<file path="config.mk">
export PLATFORM = sky130hd
export DESIGN_NAME = fetch_mem_arbiter
export DESIGN_NICKNAME = d
export VERILOG_FILES = /design/src/rtl/fetch_mem_arbiter.sv
export SDC_FILE = /design/constraint.sdc
export NUM_CORES = 1
export LEC_CHECK = 0
export ABC_CLOCK_PERIOD_IN_PS = 4750
export BUFFER_PORTS_ARGS = -buffer_cell sky130_fd_sc_hd__buf_2
export CAP_MARGIN = 20
export CELL_PAD_IN_SITES_DETAIL_PLACEMENT = 1
export CELL_PAD_IN_SITES_GLOBAL_PLACEMENT = 2
export CORE_MARGIN = 2
export CORE_UTILIZATION = 28
export DETAILED_ROUTE_END_ITERATION = 10
export PLACE_DENSITY_LB_ADDON = 0.1
export SLEW_MARGIN = 30
export SYNTH_ARGS = -nofsm -noshare
export SYNTH_HDL_FRONTEND = slang
export SYNTH_SLANG_ARGS = --single-unit
</file>
<file path="constraint.sdc">
create_clock -name i_clk -period 4.75 [get_ports i_clk]
set_input_delay 0.7125 -clock i_clk [delete_from_list [all_inputs] [get_ports i_clk]]
set_output_delay 0.7125 -clock i_clk [all_outputs]
set_load 0.01 [all_outputs]
</file>
<file path="src/rtl/fetch_mem_arbiter.sv">
// Arbiter sharing one single-port fixed-latency SRAM between instruction fetch and the MEM
// stage. MEM has fixed priority; a taken branch discards an in-flight fetch. Also produces the
// freeze signals for the IF stage register and the downstream pipeline registers.
module fetch_mem_arbiter #(
  parameter int unsigned WAIT_CYCLES = 4,
  parameter int unsigned ADDR_W      = 32,
  parameter int unsigned DATA_W      = 32
) (
  input  logic              i_clk,
  input  logic              i_rst,
  input  logic              i_if_req,
  input  logic [ADDR_W-1:0] i_if_addr,
  input  logic              i_flush,
  input  logic              i_mem_rd,
  input  logic              i_mem_wr,
  input  logic [ADDR_W-1:0] i_mem_addr,
  input  logic [DATA_W-1:0] i_mem_wdata,
  input  logic [DATA_W-1:0] i_ram_rdata,
  output logic              o_ram_en,
  output logic              o_ram_we,
  output logic [ADDR_W-1:0] o_ram_addr,
  output logic [DATA_W-1:0] o_ram_wdata,
  output logic [DATA_W-1:0] o_if_rdata,
  output logic              o_if_ready,
  output logic [DATA_W-1:0] o_mem_rdata,
  output logic              o_mem_ready,
  output logic              o_if_freeze,
  output logic              o_pipe_freeze
);

  typedef enum logic [1:0] {StIdle, StBusy, StDone} state_e;
  typedef enum logic {OwnIf, OwnMem} owner_e;

  // Counter runs WAIT_CYCLES-1 down to 0, giving WAIT_CYCLES access cycles.
  localparam logic [3:0] CntLoad = 4'(WAIT_CYCLES - 1);

  state_e            r_state;
  owner_e            r_owner;
  logic [3:0]        r_cnt;
  logic              r_discard;
  logic              r_ram_en;
  logic              r_ram_we;
  logic [ADDR_W-1:0] r_ram_addr;
  logic [DATA_W-1:0] r_ram_wdata;
  logic [DATA_W-1:0] r_if_rdata;
  logic [DATA_W-1:0] r_mem_rdata;
  logic              r_if_done;
  logic              r_mem_ready;

  logic w_mem_req;
  logic w_if_ready;
  logic w_pipe_freeze;

  assign w_mem_req = i_mem_rd | i_mem_wr;

  // Sequencer: grant, hold the SRAM access for WAIT_CYCLES, then one completion cycle.
  always_ff @(posedge i_clk) begin
    if (i_rst) begin
      r_state     <= StIdle;
      r_owner     <= OwnIf;
      r_cnt       <= 4'd0;
      r_discard   <= 1'b0;
      r_ram_en    <= 1'b0;
      r_ram_we    <= 1'b0;
      r_ram_addr  <= '0;
      r_ram_wdata <= '0;
      r_if_rdata  <= '0;
      r_mem_rdata <= '0;
      r_if_done   <= 1'b0;
      r_mem_ready <= 1'b0;
    end else begin
      r_if_done   <= 1'b0;
      r_mem_ready <= 1'b0;
      unique case (r_state)
        StIdle: begin
          r_discard <= 1'b0;
          if (w_mem_req) begin
            r_owner     <= OwnMem;
            r_ram_addr  <= i_mem_addr;
            r_ram_wdata <= i_mem_wdata;
            r_ram_we    <= i_mem_wr;
            r_ram_en    <= 1'b1;
            r_cnt       <= CntLoad;
            r_state     <= StBusy;
          end else if (i_if_req && !i_flush) begin
            r_owner    <= OwnIf;
            r_ram_addr <= i_if_addr;
            r_ram_we   <= 1'b0;
            r_ram_en   <= 1'b1;
            r_cnt      <= CntLoad;
            r_state    <= StBusy;
          end
        end
        StBusy: begin
          // A branch taken during a fetch poisons it; the access itself still completes.
          if (i_flush && r_owner == OwnIf) begin
            r_discard <= 1'b1;
          end
          if (r_cnt != 4'd0) begin
            r_cnt <= r_cnt - 4'd1;
          end else begin
            if (r_owner == OwnMem) begin
              if (!r_ram_we) begin
                r_mem_rdata <= i_ram_rdata;
              end
              r_mem_ready <= 1'b1;
            end else begin
              r_if_rdata <= i_ram_rdata;
              r_if_done  <= 1'b1;
            end
            r_ram_en <= 1'b0;
            r_ram_we <= 1'b0;
            r_state  <= StDone;
          end
        end
        StDone: begin
          r_discard <= 1'b0;
          r_state   <= StIdle;
        end
        default: r_state <= StIdle;
      endcase
    end
  end

  // A flush in the completion cycle also suppresses the fetch result.
  assign w_if_ready    = r_if_done & ~r_discard & ~i_flush;
  assign w_pipe_freeze = w_mem_req & ~r_mem_ready;

  assign o_ram_en      = r_ram_en;
  assign o_ram_we      = r_ram_we;
  assign o_ram_addr    = r_ram_addr;
  assign o_ram_wdata   = r_ram_wdata;
  assign o_if_rdata    = r_if_rdata;
  assign o_if_ready    = w_if_ready;
  assign o_mem_rdata   = r_mem_rdata;
  assign o_mem_ready   = r_mem_ready;
  assign o_pipe_freeze = w_pipe_freeze;
  assign o_if_freeze   = w_pipe_freeze | ~w_if_ready;

endmodule
</file>
# ---- Word level (Yosys, flattened, before mapping)
# Index checks and enable logic that the tools add are counted.
dict set report totals {
  regBits 140
  in_bits 134
  out_inout_bits 134
}
dict set report op_classes {
  add_sub_neg 1
  eq_ne 6
  n_mux 22
  bitwise 13
  reduce_logical 18
}
# operator n
set ops {}
lappend ops {{2-to-1 mux 32 bit} 2}
lappend ops {{2-to-1 mux 4 bit} 3}
lappend ops {{2-to-1 mux 1 bit} 9}
lappend ops {{AND reduction 3 bit} 3}
lappend ops {{NOT 1 bit} 8}
lappend ops {{case mux 4 bit (2 select lines)} 1}
lappend ops {{AND reduction 2 bit} 4}
lappend ops {{2-to-1 mux 2 bit} 3}
lappend ops {{inequality test 2 bit, second input constant} 3}
lappend ops {{case mux 1 bit (2 select lines)} 3}
lappend ops {{nonzero test 2 bit} 3}
lappend ops {{case mux 2 bit (2 select lines)} 1}
lappend ops {{AND reduction 4 bit} 1}
lappend ops {{nonzero test 4 bit} 1}
lappend ops {{subtractor 4 x 1 -> 4 bit, second input constant} 1}
lappend ops {{AND 1 bit} 3}
lappend ops {{inequality test 3 bit, second input constant} 1}
lappend ops {{OR reduction 3 bit} 1}
lappend ops {{equality test 2 x 1 -> 1 bit, second input constant} 1}
lappend ops {{equality test 2 bit, second input constant} 1}
lappend ops {{logical AND 1 bit} 2}
lappend ops {{zero test 2 bit} 1}
lappend ops {{bitwise OR 1 bit} 2}
lappend ops {{OR reduction 2 bit} 1}
lappend ops {{zero test 1 bit} 1}

# ---- Logic depth before layout (Yosys ltp)
dict set report depth {
  word_depth 5
  mapped_depth 8
  ltp_nobuf 5
}

# ---- Worst setup path before layout
# Ideal clock, no wire load.
dict set report synth_path {
  kind {input to output}
  startpoint {input i_mem_wr}
  endpoint {output o_if_freeze}
  arrival_time_ns 1.582
  t_required_ns 4.038
  setup_slack_ns 2.456
  cell_stages 4
  path_cell_list {nor2_1 > clkbuf_1 > clkbuf_1 > o21ai_0}
}
dict set report synth_between {
  elab_chain_len 3
}
# item line
set synth_rtl {}
lappend synth_rtl {{start, declared} 15} ;# input logic i_mem_wr,
lappend synth_rtl {{bitwise OR 1 bit} 54} ;# assign w_mem_req = i_mem_rd | i_mem_wr;
lappend synth_rtl {{AND 1 bit} 127} ;# assign w_pipe_freeze = w_mem_req & ~r_mem_ready;
lappend synth_rtl {{bitwise OR 1 bit} 138} ;# assign o_if_freeze = w_pipe_freeze | ~w_if_ready;
lappend synth_rtl {{end, declared} 27} ;# output logic o_if_freeze,
# Every way passes these cells.

# ---- Worst setup path after layout
# Ends and elaborated chain as after synthesis.

==> reports/results.tsv <==
stage	metric	value	unit
placement	hpwl	13600	um
job	max_cap_violations	0	
clock_network	tritoncts	built	
clock_network	cts_root_buffer	sky130_fd_sc_hd__clkbuf_16	
cells_and_area	final_core_utilization	38.68	%
die	die-height	150.5	um
routing	route.vias.total	5810	
yosys	syn_area	6010	um2
cells_and_area	area.growth.synth_to_final	35.29	%
clock_network	cts.sink_count	140	
clock_network	worst_setup_hold_path_clk_slew	60	ps
grt	track_usage	17.63	%
sta	finalSetupTns	0	ps
clock_network	cts_repair_resize_count	0	
clock_network	holdBufCountCts	0	
clock_network	cts_buffers	17	
yosys	synth_top_area_cell	sky130_fd_sc_hd__dfxtp_1	
sta	final.setup.worst_slack	1868	ps
yosys	synthCells	675	
power	leak_pwr	3.724	nW
die	core	21020	um2
cells_and_area	final_cell_count_no_fill	1192	
outcome	outcome	complete, no violations	
cells_and_area	multiInputGateArea	2800	um2
hold_path	min_path_type	flop to flop	
yosys	synthTopCellsByArea	sky130_fd_sc_hd__dfxtp_1 (47%), sky130_fd_sc_hd__mux2i_1 (11%), sky130_fd_sc_hd__nand2_1 (6.1%)	
yosys	synth_seq_area_share	46.64	%
grt	grt_max_degree	83	
placement	post-place-ws	1843	ps
yosys	postSynthAreaPerCell	8.903	um2
sta	final_period_minus_worst_setup_slack	2882	ps
clock_network	cts_setup_buffers	0	
yosys	synth_nets	811	
die	io_pins	268	
placement	gp_congestion	0.7401	
critical_path	critical_path.endpoint_type	output port	
placement	placement.io_buffers	267	
power	irDropWorstVdd	0.2166	mV
placement	place.detailed.instances	1159	
clock_network	worstSkewPairLatency	430	ps
cells_and_area	layout-drive-gt1-share	34.61	%
critical_path	cp-start-kind	primary input	
routing	dr.pass1.iters	5	
sta	rsz_0062_raised_after_global_routing	false	
routing	ant_nets	0	
critical_path	cp_data_arrival_time	2170	ps
grt	grt_pass1_wl	31200	um
routing	drcViolationCount	0	
clock_network	cts_max_path_buffers	2	
critical_path	worst-path-max-fanout	40	
routing	wirelength	20080	um
sta	max_slew.worst_pin.slew	850.9	ps
cells_and_area	num-fill-cells	2490	
die	initial_utilization	28.59	%
yosys	synthesis.yosys.warnings	0	
critical_path	crit_type	primary input to output port	
grt	antenna_found_initial	1	
die	rows	53	
sta	final_number_of_max_transition_violations	0	
sta	clock.fmax	347.0	MHz
cells_and_area	layout_common_cells	sky130_fd_sc_hd__buf_2 (267), sky130_fd_sc_hd__dfxtp_1 (140), sky130_fd_sc_hd__nand2_1 (97)	
yosys	netlist-cell-type-count	34	
sta	final-hold-violation-count	0	
yosys	netlist.area_leader.share	46.64	%
routing	routed_wire_length_per_instance	16.85	um
sta	setup_violations	0	
cells_and_area	fin_nets	1039	
power	p_per_area	413.7	nW/um2
cells_and_area	final_common_cell	sky130_fd_sc_hd__buf_2	
die	fp.dieW	150.5	um
grt	first_global_vias	5941	
die	floorplan.die_area	22650	um2
routing	routed_via_density	4.874	
routing	drt-initial-drc-count	168	
clock_network	cts.htree.levels	4	
sta	slew_headroom	43.28	%
critical_path	required	4040	ps
yosys	synth.ff_latch_count	140	
grt	gr-total-overflow	0	
cells_and_area	layout.area.seq	2803	um2
sta	timing.clock.skew	20.25	ps
sta	post-route-period-util	60.68	%
where the power goes:
part	internal, mW	total [mW]	switching [mW]
sequential	1.28	1.34	0.0592
combinational	0.243	0.615	0.371
clock	0.875	1.41	0.532
total	2.40	3.36	0.963
synthesized netlist by cell type, drive strengths merged:
cell type  instances
a2111oi           32
nand2             97
and2               1
or2                3
nand4b             1
nor4               1
mux2i             64
nand3b             1
a211oi            33
nor3b             37
nand3             33
dfxtp            140
clkbuf            60
or3b               1
o21a              32
ha                 2
o31ai              2
o21ai             35
nor3               3
a21oi             37
a311oi             1
inv               36
buf                9
nand2b             3
or4b               1
o41ai              1
a21o               1
a32oi              1
a31oi              1
nor2               6
layout make-up:
class | count | share of cell area, %
tap | 275 | 4.232
timing repair buffer | 278 | 17.45
antenna | 1 | 0.03078
inverter | 36 | 1.662
clock buffer | 21 | 5.786
clock inverter | 11 | 1.924
sequential | 140 | 34.47
multi-input combinational | 430 | 34.44
registers in the layout, summed over array words and instances (netlist names), 2 cells and up:
name	flops
o_ram_addr	32
o_if_rdata	32
r_state	2
o_ram_wdata	32
r_cnt	4
o_mem_rdata	32
logic make-up after synthesis:
| kind of cell | after synthesis | share of synthesized area [%] |
|---|---|---|
| simple gates | 188 | 15.55 |
| compound gates | 176 | 19.70 |
| fa+ha+maj | 2 | 0.4163 |
| buf+inv | 105 | 7.037 |
| flops | 140 | 46.64 |
| mux | 64 | 10.66 |
metal layers:
metal | vias to the layer above | part of all wire, % | track usage [%]
li1 | 2834 | - | -
met1 | 2763 | 43 | 21.01
met2 | 183 | 48 | 29.68
met3 | 30 | 7.2 | 5.636
met4 | 0 | 2.3 | 6.462
met5 | - | 0 | 0
metrics by stage:
| stage | power [mW] | area [um2] | hold WS, ps |
|---|---|---|---|
| finish | 3.364 | 8130 | 452.8 |
| global route | 3.545 | 8130 | 472.0 |
| CTS | 3.419 | 8128 | 457.2 |
| detailed placement | 1.992 | 7501 | 447.9 |
| global placement | 1.970 | 7501 | 439.5 |
| floorplan | 1.726 | 6010 | 468.8 |
path summary, 6_finish.rpt:
path                                    start              end  slack (ps)  cells after the start
worst max-delay path                 i_mem_wr      o_if_freeze        1870                      5
worst min-delay path            o_ram_addr[8]    o_ram_addr[8]         450                      2
worst max register to register     r_state[0]  o_mem_rdata[25]        2450                      4
worst min register to register  o_ram_addr[8]    o_ram_addr[8]         450                      2
critical path: stages:
cell	delay, ps
sky130_fd_sc_hd__buf_2	120
sky130_fd_sc_hd__nor2_4	550
sky130_fd_sc_hd__buf_4	470
sky130_fd_sc_hd__o21ai_0	120
sky130_fd_sc_hd__buf_2	170
Power figures use the tool's default switching activity.
